### src/rtl/spi_pkg.sv
`default_nettype none
// ============================================================================
//  Module      : spi_pkg
//  Description : Shared types and constants for the SPI packet scheduler and
//                the MCU-facing read-only SPI slave.
//  Revision    : 1.0  initial release
// ============================================================================
package spi_pkg;

    localparam int          PACKET_SIZE = 16;
    localparam logic [7:0]  HEADER_BYTE = 8'hAA;

    typedef enum logic [1:0] {
        IDLE  = 2'd0,
        READY = 2'd1,
        BUSY  = 2'd2,
        GAP   = 2'd3
    } sched_state_t;

    // One complete IMU sample set; the valid bits double as freshness flags
    typedef struct packed {
        logic [15:0] quat_w;
        logic [15:0] quat_x;
        logic [15:0] quat_y;
        logic [15:0] quat_z;
        logic [15:0] gyro_x;
        logic [15:0] gyro_y;
        logic [15:0] gyro_z;
        logic        quat_valid;
        logic        gyro_valid;
    } imu_sample_t;

    // Increment that sticks at the all-ones value
    function automatic logic [7:0] sat_inc8(input logic [7:0] v);
        return (v == 8'hFF) ? v : v + 8'd1;
    endfunction

endpackage
`default_nettype wire

### src/rtl/spi_packet_scheduler_cs_sync_edge.sv
`default_nettype none
// ============================================================================
//  Module      : cs_sync_edge
//  Description : Two-flop synchroniser for the MCU chip select with one extra
//                delay stage for edge detection. All stages reset to 1 (CS
//                deasserted) so a CS held low through reset shows up as a
//                clean falling edge after release.
//  Revision    : 1.0  initial release
// ============================================================================
module cs_sync_edge (
    input  logic clk,
    input  logic rst_n,
    input  logic i_cs_n,
    output logic o_cs_meta,
    output logic o_cs_s,
    output logic o_fall,
    output logic o_rise
);

    logic r_meta;
    logic r_sync;
    logic r_dly;

    // Synchronise the asynchronous CS and keep a one-cycle delayed copy
    always_ff @(posedge clk or negedge rst_n) begin
        if (!rst_n) begin
            r_meta <= 1'b1;
            r_sync <= 1'b1;
            r_dly  <= 1'b1;
        end else begin
            r_meta <= i_cs_n;
            r_sync <= r_meta;
            r_dly  <= r_sync;
        end
    end

    assign o_cs_meta = r_meta;
    assign o_cs_s    = r_sync;
    assign o_fall    = r_dly & ~r_sync;
    assign o_rise    = ~r_dly & r_sync;

endmodule
`default_nettype wire

### src/rtl/spi_packet_scheduler.sv
`default_nettype none
// ============================================================================
//  Module      : spi_packet_scheduler
//  Description : Captures quaternion and gyro samples, publishes complete sets
//                as a frozen snapshot for the SPI slave, drives data-ready to
//                the MCU and tracks sequence, overruns and staleness.
//  Revision    : 1.0  initial release
// ============================================================================
module spi_packet_scheduler
    import spi_pkg::*;
#(
    parameter bit          REQUIRE_BOTH   = 1'b1,
    parameter int unsigned MIN_GAP_CYCLES = 16,
    parameter logic [23:0] STALE_CYCLES   = 24'd3_000_000
) (
    input  logic               clk,
    input  logic               rst_n,
    input  logic               quat_valid,
    input  logic signed [15:0] quat_w,
    input  logic signed [15:0] quat_x,
    input  logic signed [15:0] quat_y,
    input  logic signed [15:0] quat_z,
    input  logic               gyro_valid,
    input  logic signed [15:0] gyro_x,
    input  logic signed [15:0] gyro_y,
    input  logic signed [15:0] gyro_z,
    input  logic               cs_n,
    output logic               drdy,
    output logic [15:0]        snap_quat_w,
    output logic [15:0]        snap_quat_x,
    output logic [15:0]        snap_quat_y,
    output logic [15:0]        snap_quat_z,
    output logic [15:0]        snap_gyro_x,
    output logic [15:0]        snap_gyro_y,
    output logic [15:0]        snap_gyro_z,
    output logic               snap_quat_valid,
    output logic               snap_gyro_valid,
    output logic [7:0]         seq,
    output logic [7:0]         overrun_cnt,
    output logic               stale,
    output logic               busy
);

    localparam logic [7:0]  c_gap_load  = 8'(MIN_GAP_CYCLES - 1);
    localparam logic [23:0] c_stale_max = STALE_CYCLES - 24'd1;

    sched_state_t r_state;
    logic         r_drdy;
    logic         r_busy;
    logic [7:0]   r_gap_cnt;
    imu_sample_t  r_latest;
    imu_sample_t  r_snap;
    logic [7:0]   r_seq;
    logic [7:0]   r_ovr;
    logic [23:0]  r_stale_cnt;

    logic w_cs_meta;
    logic w_cs_s;
    logic w_fall;
    logic w_rise;
    logic w_fresh_ok;
    logic w_pub_ok;
    logic w_publish;
    logic w_republish;

    cs_sync_edge u_cs_sync (
        .clk       (clk),
        .rst_n     (rst_n),
        .i_cs_n    (cs_n),
        .o_cs_meta (w_cs_meta),
        .o_cs_s    (w_cs_s),
        .o_fall    (w_fall),
        .o_rise    (w_rise)
    );

    // Publishing needs fresh data and CS seen high by both synchroniser stages,
    // so a CS fall already in flight blocks it
    assign w_fresh_ok  = REQUIRE_BOTH ? (r_latest.quat_valid & r_latest.gyro_valid)
                                      : (r_latest.quat_valid | r_latest.gyro_valid);
    assign w_pub_ok    = w_fresh_ok & w_cs_s & w_cs_meta;
    assign w_republish = (r_state == READY) & w_pub_ok & ~w_fall;
    assign w_publish   = ((r_state == IDLE) & w_pub_ok & ~w_fall) | w_republish;

    // Capture incoming samples; a new pulse beats the publish-clear of its flag
    always_ff @(posedge clk or negedge rst_n) begin
        if (!rst_n) begin
            r_latest <= '0;
        end else begin
            if (quat_valid) begin
                r_latest.quat_w     <= quat_w;
                r_latest.quat_x     <= quat_x;
                r_latest.quat_y     <= quat_y;
                r_latest.quat_z     <= quat_z;
                r_latest.quat_valid <= 1'b1;
            end else if (w_publish) begin
                r_latest.quat_valid <= 1'b0;
            end
            if (gyro_valid) begin
                r_latest.gyro_x     <= gyro_x;
                r_latest.gyro_y     <= gyro_y;
                r_latest.gyro_z     <= gyro_z;
                r_latest.gyro_valid <= 1'b1;
            end else if (w_publish) begin
                r_latest.gyro_valid <= 1'b0;
            end
        end
    end

    // Freeze the latest set into the snapshot and maintain seq/overrun/stale
    always_ff @(posedge clk or negedge rst_n) begin
        if (!rst_n) begin
            r_snap      <= '0;
            r_seq       <= 8'd0;
            r_ovr       <= 8'd0;
            r_stale_cnt <= 24'd0;
        end else begin
            if (w_publish) begin
                r_snap      <= r_latest;
                r_seq       <= r_seq + 8'd1;
                r_stale_cnt <= 24'd0;
            end else if (r_stale_cnt < c_stale_max) begin
                r_stale_cnt <= r_stale_cnt + 24'd1;
            end
            if (w_republish) begin
                r_ovr <= sat_inc8(r_ovr);
            end
        end
    end

    // Transaction sequencing: CS fall always wins over a same-cycle publish
    always_ff @(posedge clk or negedge rst_n) begin
        if (!rst_n) begin
            r_state   <= IDLE;
            r_drdy    <= 1'b0;
            r_busy    <= 1'b0;
            r_gap_cnt <= 8'd0;
        end else begin
            case (r_state)
                IDLE: begin
                    if (w_fall) begin
                        r_state <= BUSY;
                        r_busy  <= 1'b1;
                        r_drdy  <= 1'b0;
                    end else if (w_pub_ok) begin
                        r_state <= READY;
                        r_drdy  <= 1'b1;
                    end
                end
                READY: begin
                    if (w_fall) begin
                        r_state <= BUSY;
                        r_busy  <= 1'b1;
                        r_drdy  <= 1'b0;
                    end
                end
                BUSY: begin
                    if (w_rise) begin
                        r_state   <= GAP;
                        r_busy    <= 1'b0;
                        r_gap_cnt <= c_gap_load;
                    end
                end
                GAP: begin
                    if (w_fall) begin
                        r_state <= BUSY;
                        r_busy  <= 1'b1;
                    end else if (r_gap_cnt == 8'd0) begin
                        r_state <= IDLE;
                    end else begin
                        r_gap_cnt <= r_gap_cnt - 8'd1;
                    end
                end
                default: begin
                    r_state <= IDLE;
                    r_drdy  <= 1'b0;
                    r_busy  <= 1'b0;
                end
            endcase
        end
    end

    assign drdy            = r_drdy;
    assign busy            = r_busy;
    assign seq             = r_seq;
    assign overrun_cnt     = r_ovr;
    assign stale           = (r_stale_cnt >= c_stale_max);
    assign snap_quat_w     = r_snap.quat_w;
    assign snap_quat_x     = r_snap.quat_x;
    assign snap_quat_y     = r_snap.quat_y;
    assign snap_quat_z     = r_snap.quat_z;
    assign snap_gyro_x     = r_snap.gyro_x;
    assign snap_gyro_y     = r_snap.gyro_y;
    assign snap_gyro_z     = r_snap.gyro_z;
    assign snap_quat_valid = r_snap.quat_valid;
    assign snap_gyro_valid = r_snap.gyro_valid;

endmodule
`default_nettype wire

### config.mk
export PLATFORM = sky130hd
export DESIGN_NAME = spi_packet_scheduler
export DESIGN_NICKNAME = d
export VERILOG_FILES = /design/src/rtl/spi_pkg.sv /design/src/rtl/spi_packet_scheduler_cs_sync_edge.sv /design/src/rtl/spi_packet_scheduler.sv
export SDC_FILE = /design/constraint.sdc
export NUM_CORES = 1
export LEC_CHECK = 0
export BUFFER_PORTS_ARGS = -buffer_cell sky130_fd_sc_hd__buf_2
export CORE_MARGIN = 5
export CORE_UTILIZATION = 35
export DETAILED_ROUTE_END_ITERATION = 16
export GPL_ROUTABILITY_DRIVEN = 0
export SKIP_CTS_REPAIR_TIMING = 1
export SYNTH_ARGS = -nofsm -noshare
export SYNTH_HDL_FRONTEND = slang
export SYNTH_SLANG_ARGS = --single-unit
### constraint.sdc
create_clock -name clk -period 2 [get_ports clk]
set_clock_uncertainty 0.2 [all_clocks]
set_input_delay 0.6 -clock clk [delete_from_list [all_inputs] [get_ports clk]]
set_output_delay 0.6 -clock clk [all_outputs]
set_load 0.01 [all_outputs]
==> results of run 1 <==
[synth_stat cells, types with 6 or more instances]
cell / count
nor3_1: 6
a21oi_1: 21
or3_1: 6
nand2_1: 362
xnor2_1: 15
o21ai_0: 12
nand3_1: 12
clkbuf_1: 37
dfrtp_1: 280
inv_1: 7
and3_1: 6
nand4_1: 18
o31ai_1: 7
nor2_1: 16
or4_1: 9
mux2_2: 113
[how the worst max path moves through the flow]
stage,start,end,slack (ns),depth (start not counted)
after floorplan,r_stale_cnt[8],stale,-0.11,5
after CTS,r_stale_cnt[20],stale,-0.67,5
final,r_stale_cnt[20],stale,-0.66,5
after global placement,r_stale_cnt[19],r_stale_cnt[16],-0.11,5
after global routing,r_stale_cnt[20],stale,-0.69,5
after detailed placement,r_stale_cnt[19],r_stale_cnt[6],-0.12,5
[critical path: stages, from the launching register on]
cell,delay [ns]
dfrtp_2,0.45
nor4bb_1,0.28
and3b_2,0.28
o311ai_4,0.11
nand2_2,0.09
buf_6,0.10
[per-layer routing]
metal | GRT usage | part of all wire | vias up | wire length [um]
li1 | - | - | 3984 | -
met1 | 0.203 | 0.42 | 4151 | 12200
met2 | 0.264 | 0.49 | 194 | 14100
met3 | 0.0481 | 0.070 | 47 | 2020
met4 | 0.0370 | 0.024 | 6 | 685
met5 | 0 | 0.00090 | - | 26
[sequential cells by signal, summed over array words and instances (netlist names), 16 cells and up]
| name | flops |
|---|---|
| snap_gyro_z | 16 |
| snap_gyro_y | 16 |
| snap_quat_x | 16 |
| r_latest | 114 |
| r_stale_cnt | 24 |
| snap_quat_y | 16 |
| snap_gyro_x | 16 |
| snap_quat_z | 16 |
| snap_quat_w | 16 |
[per-stage QoR]
step,utilization,TNS (ns),hold slack [ns]
CTS,0.466,-2.04,-0.302
global route,0.473,-3.08,0.0429
detailed placement,0.433,-1.13,0.170
global placement,0.433,-0.770,0.166
finish,0.473,-1.65,0.0680
floorplan,-,-0.262,0.104
[placed cells by master (no fill, tap or decap), drive strengths merged, types with 9 or more instances in the layout]
master,instances
buf,338
or4,9
mux2,113
clkbuf,47
dfrtp,280
nand4,18
nand2,362
o21ai,12
xnor2,15
a21oi,21
nor2,16
nand3,12
[power by group]
part           internal [mW]  total, mW  switching, mW
registers               7.09       7.87          0.777
clock network           3.46       5.72           2.25
logic                   1.74       3.82           2.08
[cell type report]
cell class,instances,share of cell area
clock buffer,45,0.0573
tap,402,0.0336
multi-input combinational,663,0.272
sequential,283,0.474
clock inverter,10,0.0110
inverter,7,0.00176
timing repair buffer,342,0.149
[kinds of logic (layout without fill, tap and decap cells)]
logic type                 count (synthesis)  count (layout)  share of synthesized area
DFF                                      283             283                      0.630
adders and majority gates                  5               5                    0.00556
buffers and inverters                     54             404                     0.0216
AOI/OAI and AO/OA                         61              61                     0.0365
xor gates and xnor gates                  20              20                     0.0156
and+or+nand+nor                          464             464                      0.177
muxes                                    113             113                      0.113
==> run summary, run 1 <==
multi-input logic area - 4070 um2
final hold violation count - 0
diode count - 0
Post-Syn Nets - 1122
Final period util - 1.33
Tot Pwr - 17.4 mW
post-synth top area share - 0.623
Vias - 8382
synth warn - 0
Rows - 65
Avg Cell Area, Syn - 11.2 um2
Worst Tran Pin Value - 0.618 ns
Storage cell area - 7090 um2
Post-Syn Instances - 1000
CTS max path bufs - 3
Max VDD drop - 1.12 mV
r2r startpoint - r_stale_cnt[13]
TritonRoute pass-1 iters - 5
CP Data Arrival Time - 1.86 ns
asr flop ratio synth - 1.00
CP max FO - 4
Area Growth Syn to Fin - 33.0%
Nets - 1449
TritonCTS Buffers - 30
DRC errors left - 0
Synth Register Bits - 283
pwr dens - 1160 nW/um2
DP HPWL - 19800 um
layout cells sized above 1 - 0.407
RSZ-0062 raised after global routing - yes
hold_sp - gyro_x[15]
first-pass GRT wire length - 46800 um
failing checks - setup timing
fillers - 2950
io pins - 250
worst-skew pair later-pin latency - 0.55 ns
vias in the first global route - 8740
htree depth - 1
Antenna Violating Nets Remaining - 0
Synth area leader - dfrtp_1
PortBufs - 249
clk slew on worst S/H paths - 0.06 ns
Root Buffer Master - clkbuf_16
sequential share of the synthesized area - 0.630
Core Region - 31600 um2
Worst setup EP type - output pin
fmax - 375 MHz
Final Max Slew Viols - 0
Max Cap Viol - 0
Die Y - 189 um
ys flop type - dfrtp_1
Initial Util - 0.355
antenna violations before repair - 3
FF-to-FF path depth - 6
EDFF count, synth - 0
Final Instance Area - 15000 um2
Total Wirelength - 29000 um
mapped cell area - 11200 um2
post-placement cell count - 1693
R2R Setup Slk - -0.13 ns
CTS tree - built
hold crit path type - in -> reg
WHS Endpoint - r_latest[49]
Crit Reg-Reg Endpoint - r_stale_cnt[3]
top cells by area, synth - dfrtp_1, nand2_1, mux2_2
synth unique cells - 51
Final Instance Count excl. Fillers - 1752
Slew Limit Headroom - 0.577
vias per inst - 4.78
DP Worst Slack - -0.122 ns
DIE WIDTH - 189 um
CTS Sinks - 283
critical path required time - 1.20 ns
Placed Area - 13700 um2
GRT Residual Overflow - 0
Total Routing Usage GR - 0.158
Final setup viols - 13
run status - finished, violations left
WL per Instance - 16.5 um
leakage power - 7.52 nW
Die Area - 35800 um2
setup ws final - -0.664 ns
Worst Hold Depth - 2
drt initial violations - 276
largest net degree at the start of global routing - 61
Critical Path Source Type - flip-flop
Crit Path Class - reg -> out
Period minus WS final - 2.66 ns
(Power assumes the default switching activity.)
==> inputs of run 2 (changes only) <==
CORE_MARGIN = 2   (was 5)
SETUP_SLACK_MARGIN = 0.5   (was not set)
==> run 2 against run 1 <==
  * The flow still finishes with violations (setup timing)
  * Highest routed layer unchanged
  * Final area rose by 18%
  * Clock power rose by 3.8%
  * Combinational power rose by 35%
  * Total power rose by 10%
  * Via count rose by 7.4%
==> run summary, run 2 (synthesis results as in run 1) <==
TritonRoute pass-1 iters - 4
Final Max Slew Viols - 0
hold crit path type - in -> reg
CTS tree - built
commonest non-fill, non-tap cells in the layout - dfrtp_1, buf_2, nand2_1, buf_4, nand2_2
io pins - 250
Worst Hold Depth - 2
wire length on met2 - 16500 um
pwr dens - 1090 nW/um2
DIE WIDTH - 183 um
CTS max path bufs - 3
Root Buffer Master - clkbuf_16
fmax - 381 MHz
Placed Area - 14000 um2
Final setup viols - 12
Tot Pwr - 19.2 mW
Nets - 1548
Crit Reg-Reg Endpoint - r_stale_cnt[16]
Largest register FFs - 114
Max Cap Viol - 0
largest net degree at the start of global routing - 60
WL per Instance - 18.2 um
antenna violations before repair - 3
TritonCTS Buffers - 31
Max Used Layer - met5
layout cells sized above 1 - 0.581
critical path required time - 1.20 ns
CP max FO - 2
r2r startpoint - r_stale_cnt[23]
Antenna Violating Nets Remaining - 0
Core Region - 31600 um2
Crit Path Class - reg -> out
Worst setup EP type - output pin
Slew Limit Headroom - 0.735
leakage power - 9.09 nW
Period minus WS final - 2.63 ns
Final Instance Area - 17600 um2
first-pass GRT wire length - 44900 um
DP HPWL - 18600 um
drt initial violations - 299
Regs by FF count - r_latest (114), r_stale_cnt (24)
Area Growth Syn to Fin - 56.5%
PortBufs - 249
RSZ-0062 raised after global routing - yes
Die Area - 33600 um2
Total Routing Usage GR - 0.163
routed wl met3 - 2230 um
clk slew on worst S/H paths - 0.06 ns
setup ws final - -0.626 ns
hold_sp - quat_w[13]
Rows - 65
Worst Tran Pin Value - 0.396 ns
final core occ - 0.557
Max VDD drop - 0.753 mV
largest reg by FF count - r_latest
vias in the first global route - 8718
worst-skew pair later-pin latency - 0.58 ns
leading cell type in the layout, fill and taps excluded - dfrtp_1
met1 wire length - 14100 um
Total Wirelength - 33700 um
Die Y - 183 um
WHS Endpoint - r_latest[111]
Vias - 9000
CP Data Arrival Time - 1.83 ns
Final period util - 1.31
R2R Setup Slk - -0.15 ns
Critical Path Source Type - flip-flop
DRC errors left - 0
FF-to-FF path depth - 6
failing checks - setup timing
vias per inst - 4.86
run status - finished, violations left
GRT Residual Overflow - 0
Initial Util - 0.356
htree depth - 1
CTS Sinks - 283
final hold violation count - 0
run 2: cell count changes in the layout (fill, tap and decap cells not counted), sizes merged:
cell,previous run,this run
buf,338,418
bufinv,4,3
clkbuf,47,65
clkinv,5,4
diode,0,2
inv,7,8
run 2: layout make-up:
type	count	area [um2]
fill	2681	14000
sequential	283	7090
multi-input combinational	663	5120
timing repair buffer	440	3790
clock buffer	45	928
tap	402	503
clock inverter	9	138
inverter	7	26.3
antenna	2	5.00
run 2: layer usage:
metal,GRT usage,vias up
met5,0,-
met4,0.0502,2
met3,0.0490,54
met2,0.262,216
met1,0.213,4534
li1,-,4194
run 2: per-stage QoR:
step	std cells	setup slack [ns]	hold slack [ns]	TNS, ns
floorplan	1000	-0.107	0.104	-0.232
global placement	1692	-0.0738	0.156	-0.470
detailed placement	1692	-0.122	0.157	-1.10
CTS	1746	-0.702	-0.334	-1.96
global route	1851	-0.727	0.0274	-4.92
finish	1851	-0.626	0.0531	-1.42
run 2: how the worst max path moves through the flow:
stage | from | end | depth (start not counted)
2_1_floorplan | r_stale_cnt[8] | stale | 5
3_3_place_gp | r_stale_cnt[20] | r_stale_cnt[16] | 6
3_5_place_dp | r_stale_cnt[22] | r_stale_cnt[12] | 6
4_1_cts | r_stale_cnt[22] | stale | 5
5_1_grt | r_stale_cnt[13] | stale | 6
6_report | r_stale_cnt[13] | stale | 6
run 2: report_power, final:
| part | switching [mW] | internal (mW) |
|---|---|---|
| sequential | 0.971 | 7.09 |
| combinational | 2.41 | 2.74 |
| clock | 2.36 | 3.58 |
run 2: critical path: stages, from the launching register on:
cell      delay [ns]
dfrtp_1         0.39
nor3_2          0.17
buf_4           0.14
nand2b_4        0.06
o311ai_4        0.28
nand2_2         0.08
buf_2           0.14
